===== src/rtl/adder_pkg.sv =====
// Shared definitions for the multi-cycle chunked adder: FSM encodings,
// default geometry and a helper for sizing the slice counter.
package adder_pkg;

  typedef enum logic [1:0] {
    IDLE = 2'd0,
    RUN  = 2'd1,
    DONE = 2'd2
  } state_t;

  localparam int DEF_WIDTH = 16;
  localparam int DEF_CHUNK = 4;

  // Slice counter width: ceil(log2(slices)), never less than one bit.
  function automatic int idx_width(input int slices);
    return (slices > 1) ? $clog2(slices) : 1;
  endfunction

endpackage


===== src/rtl/ripple_chunk_adder.sv =====
// One CHUNK-bit slice built as a ripple chain of full adders. The carry
// into the slice MSB is exposed so the top can derive signed overflow.
module ripple_chunk_adder #(
  parameter int CHUNK = 4
) (
  input  logic [CHUNK-1:0] i_a,
  input  logic [CHUNK-1:0] i_b,
  input  logic             i_cin,
  output logic [CHUNK-1:0] o_sum,
  output logic             o_cout,
  output logic             o_c_msb
);

  logic [CHUNK:0] w_c;

  assign w_c[0] = i_cin;

  for (genvar g = 0; g < CHUNK; g++) begin : g_fa
    assign o_sum[g]   = i_a[g] ^ i_b[g] ^ w_c[g];
    assign w_c[g + 1] = (i_a[g] & i_b[g]) | (w_c[g] & (i_a[g] ^ i_b[g]));
  end

  assign o_cout  = w_c[CHUNK];
  assign o_c_msb = w_c[CHUNK-1];

endmodule


===== src/rtl/multicycle_chunk_adder.sv =====
// Multi-cycle adder/subtractor: operands are captured once, then summed one
// CHUNK-bit slice per cycle (LSB first) through a registered carry. The
// result is held in DONE until the consumer takes it.
module multicycle_chunk_adder
  import adder_pkg::*;
#(
  parameter int WIDTH = DEF_WIDTH,
  parameter int CHUNK = DEF_CHUNK
) (
  input  logic             Clk,
  input  logic             Rst_n,
  input  logic             In_valid,
  output logic             In_ready,
  input  logic [WIDTH-1:0] A,
  input  logic [WIDTH-1:0] B,
  input  logic             Cin,
  input  logic             Sub,
  output logic             Out_valid,
  input  logic             Out_ready,
  output logic [WIDTH-1:0] Sum,
  output logic             Cout,
  output logic             Overflow
);

  localparam int SLICES = WIDTH / CHUNK;
  localparam int IDX_W  = idx_width(SLICES);
  localparam logic [IDX_W-1:0] LAST_IDX = IDX_W'(SLICES - 1);

  if ((CHUNK < 1) || ((WIDTH % CHUNK) != 0)) begin : g_bad_geometry
    $error("multicycle_chunk_adder: WIDTH must be a positive multiple of CHUNK");
  end

  state_t           r_state;
  logic [IDX_W-1:0] r_idx;
  logic             r_carry;
  logic [WIDTH-1:0] r_a;
  logic [WIDTH-1:0] r_b;
  logic [WIDTH-1:0] r_sum;
  logic             r_cout;
  logic             r_ovf;

  logic [CHUNK-1:0] w_a_slice;
  logic [CHUNK-1:0] w_b_slice;
  logic [CHUNK-1:0] w_slice_sum;
  logic             w_slice_cout;
  logic             w_slice_c_msb;
  logic             w_accept;

  assign w_accept  = (r_state == IDLE) && In_valid;
  assign w_a_slice = r_a[int'(r_idx) * CHUNK +: CHUNK];
  assign w_b_slice = r_b[int'(r_idx) * CHUNK +: CHUNK];

  ripple_chunk_adder #(
    .CHUNK (CHUNK)
  ) u_slice (
    .i_a     (w_a_slice),
    .i_b     (w_b_slice),
    .i_cin   (r_carry),
    .o_sum   (w_slice_sum),
    .o_cout  (w_slice_cout),
    .o_c_msb (w_slice_c_msb)
  );

  // Operand capture: B is pre-inverted for subtraction so RUN only ever adds.
  always_ff @(posedge Clk) begin
    if (w_accept) begin
      r_a <= A;
      r_b <= B ^ {WIDTH{Sub}};
    end
  end

  // Control FSM with slice counter, carry chain and result registers.
  always_ff @(posedge Clk or negedge Rst_n) begin
    if (!Rst_n) begin
      r_state <= IDLE;
      r_idx   <= '0;
      r_carry <= 1'b0;
      r_sum   <= '0;
      r_cout  <= 1'b0;
      r_ovf   <= 1'b0;
    end else begin
      case (r_state)
        IDLE: begin
          if (In_valid) begin
            r_carry <= Sub ? 1'b1 : Cin;
            r_idx   <= '0;
            r_state <= RUN;
          end
        end
        RUN: begin
          r_sum[int'(r_idx) * CHUNK +: CHUNK] <= w_slice_sum;
          r_carry <= w_slice_cout;
          if (r_idx == LAST_IDX) begin
            r_cout  <= w_slice_cout;
            r_ovf   <= w_slice_c_msb ^ w_slice_cout;
            r_idx   <= '0;
            r_state <= DONE;
          end else begin
            r_idx <= r_idx + IDX_W'(1);
          end
        end
        DONE: begin
          if (Out_ready) begin
            r_state <= IDLE;
          end
        end
        default: r_state <= IDLE;
      endcase
    end
  end

  assign In_ready  = (r_state == IDLE);
  assign Out_valid = (r_state == DONE);
  assign Sum       = r_sum;
  assign Cout      = r_cout;
  assign Overflow  = r_ovf;

endmodule


===== config.mk =====
export PLATFORM = sky130hd
export DESIGN_NAME = multicycle_chunk_adder
export DESIGN_NICKNAME = d
export VERILOG_FILES = /design/src/rtl/adder_pkg.sv /design/src/rtl/ripple_chunk_adder.sv /design/src/rtl/multicycle_chunk_adder.sv
export SDC_FILE = /design/constraint.sdc
export NUM_CORES = 1
export LEC_CHECK = 0
export BUFFER_PORTS_ARGS = -buffer_cell sky130_fd_sc_hd__buf_2
export CAP_MARGIN = 20
export CORE_UTILIZATION = 45
export CTS_BUF_LIST = sky130_fd_sc_hd__clkbuf_4
export CTS_CLUSTER_SIZE = 10
export DETAILED_ROUTE_END_ITERATION = 7
export GPL_TIMING_DRIVEN = 0
export MAX_ROUTING_LAYER = met4
export PLACE_DENSITY = 0.67
export REMOVE_ABC_BUFFERS = 1
export SYNTH_ARGS = -nofsm -noshare
export SYNTH_HDL_FRONTEND = slang
export SYNTH_HIERARCHICAL = 1
export SYNTH_SLANG_ARGS = --single-unit

===== constraint.sdc =====
create_clock -name Clk -period 3.42 [get_ports Clk]
set_clock_uncertainty 0.05 [all_clocks]
set_input_delay 0.171 -clock Clk [delete_from_list [all_inputs] [get_ports Clk]]
set_output_delay 0.171 -clock Clk [all_outputs]
set_load 0.05 [all_outputs]

==> impl_metrics.toml, run 1 <==
[clock_network]
cts_tree = "yes"
cts_sinks = 55
cts-htree-levels = 2
clk_latency_ns = 0.38
clockBufferDepth = 2
clkSlewWorstSetupHoldPaths_ns = 0.16
post_cts.repair.setup_buffers = 0
cts_buffers = 5
root_buffer = "clkbuf_4"

[pwr]
leakagePower_nw = 1.38
finalPower_mw = 2.70
ir_drop_v = 0.000377
p_per_area_nw_per_um2 = 859

[setup_path]
path_class = "flip-flop to flip-flop"
cpMaxStageDelayCell = "dfrtp_2"
critPathMaxFanout = 17
r2r-end = "Sum[7]"
worst-path-buf-inv = 2
critical_path.top_delay_family = "adder cells"
cp.arrival_ns = 3.44
setup.worst_path.start_class = "flip-flop"
worstPathCellList = "mux4_2, fa_1, inv_1, fa_1, fa_1, inv_1, fa_1, nand2_1, o21ai_0"
worst_path_most_repeated_cell = "fa_1"
timing.rr.start = "r_idx[0]"
reg2reg_slack_ns = 0.24
cpPeakStageDelay_ns = 0.70
path_depth = 9
critPathCapture = "Sum[7]"
critPathRequiredTime_ns = 3.67
ff2ff_path_depth = 9
cp-startpoint = "r_idx[0]"
endpoint_kind = "flip-flop"

[finish]
fin_util_pct = 57.4
area_growth_pct = 23.6
final_nets = 294
fin_cells = 320
drive_gt1_share_pct = 33.1
antenna_cells = 0

[drt]
first_iter_violations = 52
drt-pass1-iter-count = 4
drc = 0
wire_per_inst_um = 13.7
routed_wirelength_um = 4400
vias = 1523
antenna_left = 0
avgViaCountPerCell = 4.76

[sta]
final-setup-viol-count = 0
worst_slew_margin_rel_pct = 52.2
timing.final.crit_share_pct = 93.1
rsz0062_at_grt = "no"
slew_violations = 0
tightest_slew_ns = 0.716
max_freq_mhz = 314
min_period_ns = 3.18
hold_violations = 0

[yosys]
async_flop_share_pct = 41.8
yosys.cell_count.top_type = "edfxtp_1"
synth-warning-count = 6
synth.distinct_cells = 34
synth_edf_count = 32
ys.flop_type = "edfxtp_1"
synthTopCellsByArea = "edfxtp_1, dfrtp_1, xor2_1"
synth_seq_cells = 55
synth_area_per_cell_um2 = 15.0
ys_top_cells_by_count = "edfxtp_1, dfrtp_1, nand2_1"
yosysTopAreaCell = "edfxtp_1"
netlist_instances = 170
syn_area_um2 = 2540
synth-seq-area-share_pct = 60.4
synth_top_area_share_pct = 37.8

[grt]
antenna_found_initial = 0
track_usage_pct = 16.9
grt_pass1_vias = 1582
grt_pass1_wl_um = 7430
grt_overflow_total = 0
grt_max_degree = 24

[floorplan]
core.rowCount = 27
ios = 58
die_height_um = 77.2
start_util_pct = 46.5
chipWidth_um = 77.2
die_area_um2 = 5950
core-area_um2 = 5470

[status]
outcome = "complete, no violations"

[place]
dp.cells = 293
gp_congestion = 0.729
place_hpwl_um = 3170
port_buffers = 57

[min_path]
worstHoldPathType = "input pin to flip-flop"

[run]
drv_cap = 0
## report_power, final
group | internal (mW) | switching (mW)
sequential | 0.894 | 0.164
clock | 0.0781 | 0.202
combinational | 0.505 | 0.856
total | 1.48 | 1.22
## cell usage in the layout, fill, tap and decap left out, types with 2 or more instances in the layout
master         count
fa_1               4
nand2b_1           3
nand2_1           19
buf_2             57
nand3b_4           2
nor2_1             3
dfrtp_1           22
inv_1             12
ha_1               5
inv_2              3
mux4_2             6
dlygate4sd3_1     19
nand3b_1           2
xor2_1            16
edfxtp_1          32
clkbuf_4           5
nor4b_4            2
a22o_1             8
mux4_1             2
o21ai_0           11
## registers in the layout (all words and copies together) (netlist names)
| register | flops |
|---|---|
| Cout | 1 |
| Overflow | 1 |
| Sum | 16 |
| r_a | 16 |
| r_b | 16 |
| r_carry | 1 |
| r_idx | 2 |
| r_state | 2 |
## per-layer routing
metal | track usage, % | share of wire (%)
met1 | 19.2 | 42
met2 | 29.6 | 52
met3 | 3.93 | 4.3
met4 | 5.09 | 1.3
met5 | - | 0
## logic make-up after synthesis
| group | Yosys count | synth area share, % |
|---|---|---|
| compound gates | 23 | 6.15 |
| xor+xnor | 17 | 5.86 |
| fa+ha+maj | 9 | 5.61 |
| buf+inv | 20 | 3.69 |
| flops | 55 | 60.4 |
| mux | 10 | 8.22 |
| simple gates | 36 | 10.0 |
## how the worst min path moves through the flow
stage,from,endpoint,slack (ns),cells after the start
2_1_floorplan,Rst_n,Cout,-0.17,0
3_3_place_gp,Rst_n,Sum[7],0.11,1
3_5_place_dp,Rst_n,Sum[5],0.12,1
4_1_cts,B[4],r_b[4],0.02,2
5_1_grt,B[4],r_b[4],0.009,2
6_report,B[4],r_b[4],0.02,2
## metrics by stage
step / worst slack (ns) / area, µm² / hold slack [ns] / setup TNS [ns]
4_1_cts: 0.173 / 3130 / 0.0166 / 0
3_3_place_gp: -0.00183 / 2870 / 0.112 / -0.00183
2_1_floorplan: 0.334 / 2500 / -0.175 / 0
5_1_grt: 0.00386 / 3140 / 0.00862 / 0
3_5_place_dp: -0.0860 / 2900 / 0.121 / -0.264
6_report: 0.238 / 3140 / 0.0212 / 0
## area by class of cell
type                            instances  area (µm²)
Inverter                               13        48.8
Clock buffer                            5        37.5
Fill cell                             469        2330
Sequential cell                        55        1540
Multi-Input combinational cell         95         912
Clock inverter                          3        13.8
Tap cell                               72        90.1
Timing Repair Buffer                   77         503
## what timing repair did
item,CTS,global route
endpoints found under the hold margin,40,1
endpoints found under the setup margin,7,0
hold buffers,18,1
gates resized for setup,1,0
Note: power is estimated with default switching activity, not from simulation.
==> inputs of run 2 (changes only) <==
REMOVE_ABC_BUFFERS = not set   (was 1)
==> impl_metrics.toml, run 2 (synthesis results as in run 1) <==
[grt]
track_usage_pct = 17.0
grt_pass1_wl_um = 7510
grt_max_degree = 24
grt_pass1_vias = 1601
antenna_found_initial = 0
grt_overflow_total = 0

[place]
dp.cells = 299
post-place-ws_ns = 0.193
gp_congestion = 0.756
port_buffers = 56
place_hpwl_um = 3200

[sta]
timing.final.crit_share_pct = 93.8
worst_slew_margin_rel_pct = 56.6
min_period_ns = 3.21
max_freq_mhz = 312
setup_slack_ns = 0.213
hold_violations = 0
final-setup-viol-count = 0
tns_ns = 0
tightest_slew_ns = 0.651
holdWs_ns = 0.0294
slew_violations = 0
rsz0062_at_grt = "no"

[drt]
antenna_left = 0
vias = 1576
routed_wirelength_um = 4370
wire_per_inst_um = 13.4
first_iter_violations = 39
drt-pass1-iter-count = 4
drc = 0
avgViaCountPerCell = 4.85

[setup_path]
timing.rr.start = "r_idx[1]"
worst-path-buf-inv = 3
path_depth = 9
cp.arrival_ns = 3.43
worstPathCellList = "clkbuf_1, mux4_2, fa_1, inv_1, fa_1, fa_1, inv_1, fa_1, a22o_1"
cpMaxStageDelayCell = "fa_1"
r2r-end = "Sum[11]"
cpPeakStageDelay_ns = 0.50
path_class = "flip-flop to flip-flop"
setup.worst_path.start_class = "flip-flop"
cp-startpoint = "r_idx[1]"
endpoint_kind = "flip-flop"
critical_path.top_delay_family = "adder cells"
critPathRequiredTime_ns = 3.64
critPathCapture = "Sum[11]"
critPathMaxFanout = 10
worst_path_most_repeated_cell = "fa_1"
reg2reg_slack_ns = 0.21
ff2ff_path_depth = 9

[finish]
fin_cells = 325
final_cell_mix = "buf_2, edfxtp_1, dfrtp_1"
layout_commonest_cell = "buf_2"
area_growth_pct = 25.1
drive_gt1_share_pct = 34.4
antenna_cells = 0
seqCellArea_um2 = 1540
multi_input_area_um2 = 912
n_fill_cell = 482
final_nets = 299

[floorplan]
core-area_um2 = 5470
chipWidth_um = 77.2
core.rowCount = 27
ios = 58
die_height_um = 77.2
start_util_pct = 46.5
die_area_um2 = 5950

[clock_network]
clk_latency_ns = 0.37
clkSlewWorstSetupHoldPaths_ns = 0.14
cts_tree = "yes"
cts-htree-levels = 2
cts_sinks = 55
root_buffer = "clkbuf_4"
clockBufferDepth = 2
cts_buffers = 5

[status]
outcome = "complete, no violations"

[pwr]
finalPower_mw = 2.76
leakagePower_nw = 1.40
p_per_area_nw_per_um2 = 867
ir_drop_v = 0.000533

[min_path]
worstHoldPathType = "input pin to flip-flop"

[run]
drv_cap = 0

[yosys]
syn-num-nets = 217
==> run 2: cell count changes in the layout (fill, tap and decap cells not counted), sizes merged <==
cell | before | now
buf | 58 | 62
inv | 16 | 13
clkbuf | 5 | 10
dlygate4sd3 | 19 | 18
==> run 2: per-stage QoR <==
stage,area [µm²],utilization (%)
CTS,3180,58.1
finish,3180,58.1
detailed placement,2940,53.7
floorplan,2540,-
global placement,2910,53.2
global route,3180,58.1
==> run 2: routing by layer <==
| layer | up-vias | global-route usage, % | routed length [µm] |
|---|---|---|---|
| met5 | - | - | 0 |
| met4 | 0 | 5.09 | 42 |
| met3 | 5 | 3.93 | 185 |
| met2 | 46 | 28.1 | 2170 |
| met1 | 758 | 20.6 | 1970 |
| li1 | 767 | - | - |
==> run 2: worst min-delay path by stage <==
| stage | from | end | slack (ns) | cells past startpoint |
|---|---|---|---|---|
| 2_1_floorplan | Rst_n | Cout | -0.17 | 0 |
| 3_3_place_gp | Rst_n | Sum[5] | 0.11 | 1 |
| 3_5_place_dp | Rst_n | Sum[5] | 0.12 | 1 |
| 4_1_cts | B[14] | r_b[14] | 0.02 | 2 |
| 5_1_grt | B[5] | r_b[5] | 0.002 | 2 |
| 6_report | B[3] | r_b[3] | 0.03 | 2 |
==> run 2: area by class of cell <==
class,instances,area share (%)
buffer,7,1.42
clock buffer,8,1.89
inverter,13,1.53
multi-input combinational,95,28.7
sequential,55,48.3
tap,72,2.83
timing repair buffer,75,15.3
==> run 2: report_power, final <==
group,internal (mW),total [mW],leakage (nW),switching [mW]
sequential,0.896,0.980,0.599,0.0839
combinational,0.532,1.48,0.768,0.947
clock,0.106,0.299,0.0368,0.192
==> run 2: repair_timing <==
item	in CTS	in global routing
endpoints found under the setup margin	0	2
hold buffers	18	0
setup buffers	0	0
resized for setup	0	1
endpoints found under the hold margin	40	0
==> inputs of run 3 (changes only) <==
--- a/config.mk
+++ b/config.mk
@@ -8,5 +8,7 @@
 export BUFFER_PORTS_ARGS = -buffer_cell sky130_fd_sc_hd__buf_2
 export CAP_MARGIN = 20
-export CORE_UTILIZATION = 45
+export CELL_PAD_IN_SITES_DETAIL_PLACEMENT = 1
+export CELL_PAD_IN_SITES_GLOBAL_PLACEMENT = 2
+export CORE_UTILIZATION = 38
 export CTS_BUF_LIST = sky130_fd_sc_hd__clkbuf_4
 export CTS_CLUSTER_SIZE = 10
@@ -14,5 +16,5 @@
 export GPL_TIMING_DRIVEN = 0
 export MAX_ROUTING_LAYER = met4
-export PLACE_DENSITY = 0.67
+export PLACE_DENSITY = 0.8
 export SYNTH_ARGS = -nofsm -noshare
 export SYNTH_HDL_FRONTEND = slang
==> constraint.sdc (replaced) <==
create_clock -name Clk -period 3.42 [get_ports Clk]
set_clock_uncertainty 0.05 [all_clocks]
set_input_delay 0.342 -clock Clk [delete_from_list [all_inputs] [get_ports Clk]]
set_output_delay 0.342 -clock Clk [all_outputs]
set_load 0.05 [all_outputs]
==> impl_metrics.toml, run 3 (synthesis results as in run 1) <==
[finish]
final_cell_mix = "buf_2, edfxtp_1, dfrtp_1"
fin_util_pct = 47.2
fin_cells = 313
final_nets = 282
area_growth_pct = 18.6
layout_commonest_cell = "buf_2"
drive_gt1_share_pct = 36.4
antenna_cells = 0

[drt]
wire_per_inst_um = 14.2
antenna_left = 0
vias = 1529
avgViaCountPerCell = 4.88
drc = 0
routed_wirelength_um = 4460
drt-pass1-iter-count = 4
first_iter_violations = 23

[setup_path]
critPathMaxFanout = 10
setup.worst_path.start_class = "flip-flop"
critPathRequiredTime_ns = 3.64
timing.rr.start = "r_idx[1]"
cp-startpoint = "r_idx[1]"
cp.arrival_ns = 3.41
path_class = "flip-flop to flip-flop"
endpoint_kind = "flip-flop"

[clock_network]
clkSlewWorstSetupHoldPaths_ns = 0.16
root_buffer = "clkbuf_4"
cts_tree = "yes"
clockBufferDepth = 2
cts_sinks = 55
clk_latency_ns = 0.37
cts_buffers = 5
cts-htree-levels = 2

[floorplan]
core-area_um2 = 6390
start_util_pct = 39.8
core.rowCount = 29
die_height_um = 83.8
ios = 58
chipWidth_um = 83.8
die_area_um2 = 7020

[grt]
grt_pass1_vias = 1597
grt_pass1_wl_um = 7670
grt_max_degree = 24
antenna_found_initial = 0
grt_overflow_total = 0
track_usage_pct = 14.4

[yosys]
syn-num-nets = 217

[pwr]
p_per_area_nw_per_um2 = 900
finalPower_mw = 2.71
ir_drop_v = 0.000577
leakagePower_nw = 1.32

[place]
gp_congestion = 0.701
dp.cells = 304
place_hpwl_um = 3450
port_buffers = 56

[sta]
min_period_ns = 3.18
hold_violations = 0
worst_slew_margin_rel_pct = 62.4
slew_violations = 0
max_freq_mhz = 314
tightest_slew_ns = 0.564
final-setup-viol-count = 0
timing.final.crit_share_pct = 93.1
rsz0062_at_grt = "no"
holdWs_ns = 0.0818
tns_ns = 0

[min_path]
worstHoldPathType = "input pin to flip-flop"
hp-start = "A[9]"

[status]
outcome = "complete, no violations"

[run]
drv_cap = 0
run 3: repair_timing:
item,CTS,global route
hold buffers,1,0
hold endpoints to repair,23,0
setup endpoints to repair,0,1
resized for setup,0,1
buffers inserted,0,0
run 3: final timing paths:
path / end / slack, ns / cells after the start
max in group asynchronous: r_idx[0] / 2.54 / 2
setup reg to reg: Sum[11] / 0.24 / 9
hold reg to reg: Sum[14] / 0.44 / 2
hold / removal: r_a[9] / 0.08 / 1
min in group asynchronous: Sum[0] / 0.39 / 2
setup / recovery: Sum[11] / 0.24 / 9
run 3: stage by stage:
stage               worst slack, ns  area, µm²
global placement              0.204       2920
detailed placement            0.174       2950
finish                        0.235       3020
CTS                           0.135       3010
floorplan                     0.479       2540
global route                 0.0528       3020
run 3: critical path, stage by stage (launching register included):
cell and delay, ns:
dfrtp_1 0.41, clkbuf_1 0.46, mux4_2 0.34, fa_1 0.17, inv_1 0.05, fa_1 0.37
fa_1 0.36, inv_1 0.13, fa_1 0.51, a22o_1 0.23
run 3: where the power goes:
| group | total, mW | switching, mW | internal (mW) | leakage (nW) |
|---|---|---|---|---|
| Clock | 0.286 | 0.207 | 0.0795 | 0.0288 |
| Combinational | 1.45 | 0.931 | 0.519 | 0.697 |
| Sequential | 0.978 | 0.0826 | 0.895 | 0.599 |
| Total | 2.71 | 1.22 | 1.49 | 1.32 |
run 3: cell type report:
cell class,count,area (µm²)
Buffer,7,45.0
Clock inverter,3,20.0
Tap cell,77,96.3
Clock buffer,5,37.5
Sequential cell,55,1540
Fill cell,695,3370
Timing Repair Buffer,58,318
Multi-Input combinational cell,95,912
Inverter,13,48.8
run 3: per-layer routing:
metal	global-route usage, %	vias to the layer above	part of all wire [%]
li1	-	737	-
met1	18.1	738	46
met2	23.7	47	48
met3	2.87	7	4.6
met4	4.62	0	1.3
met5	-	-	0
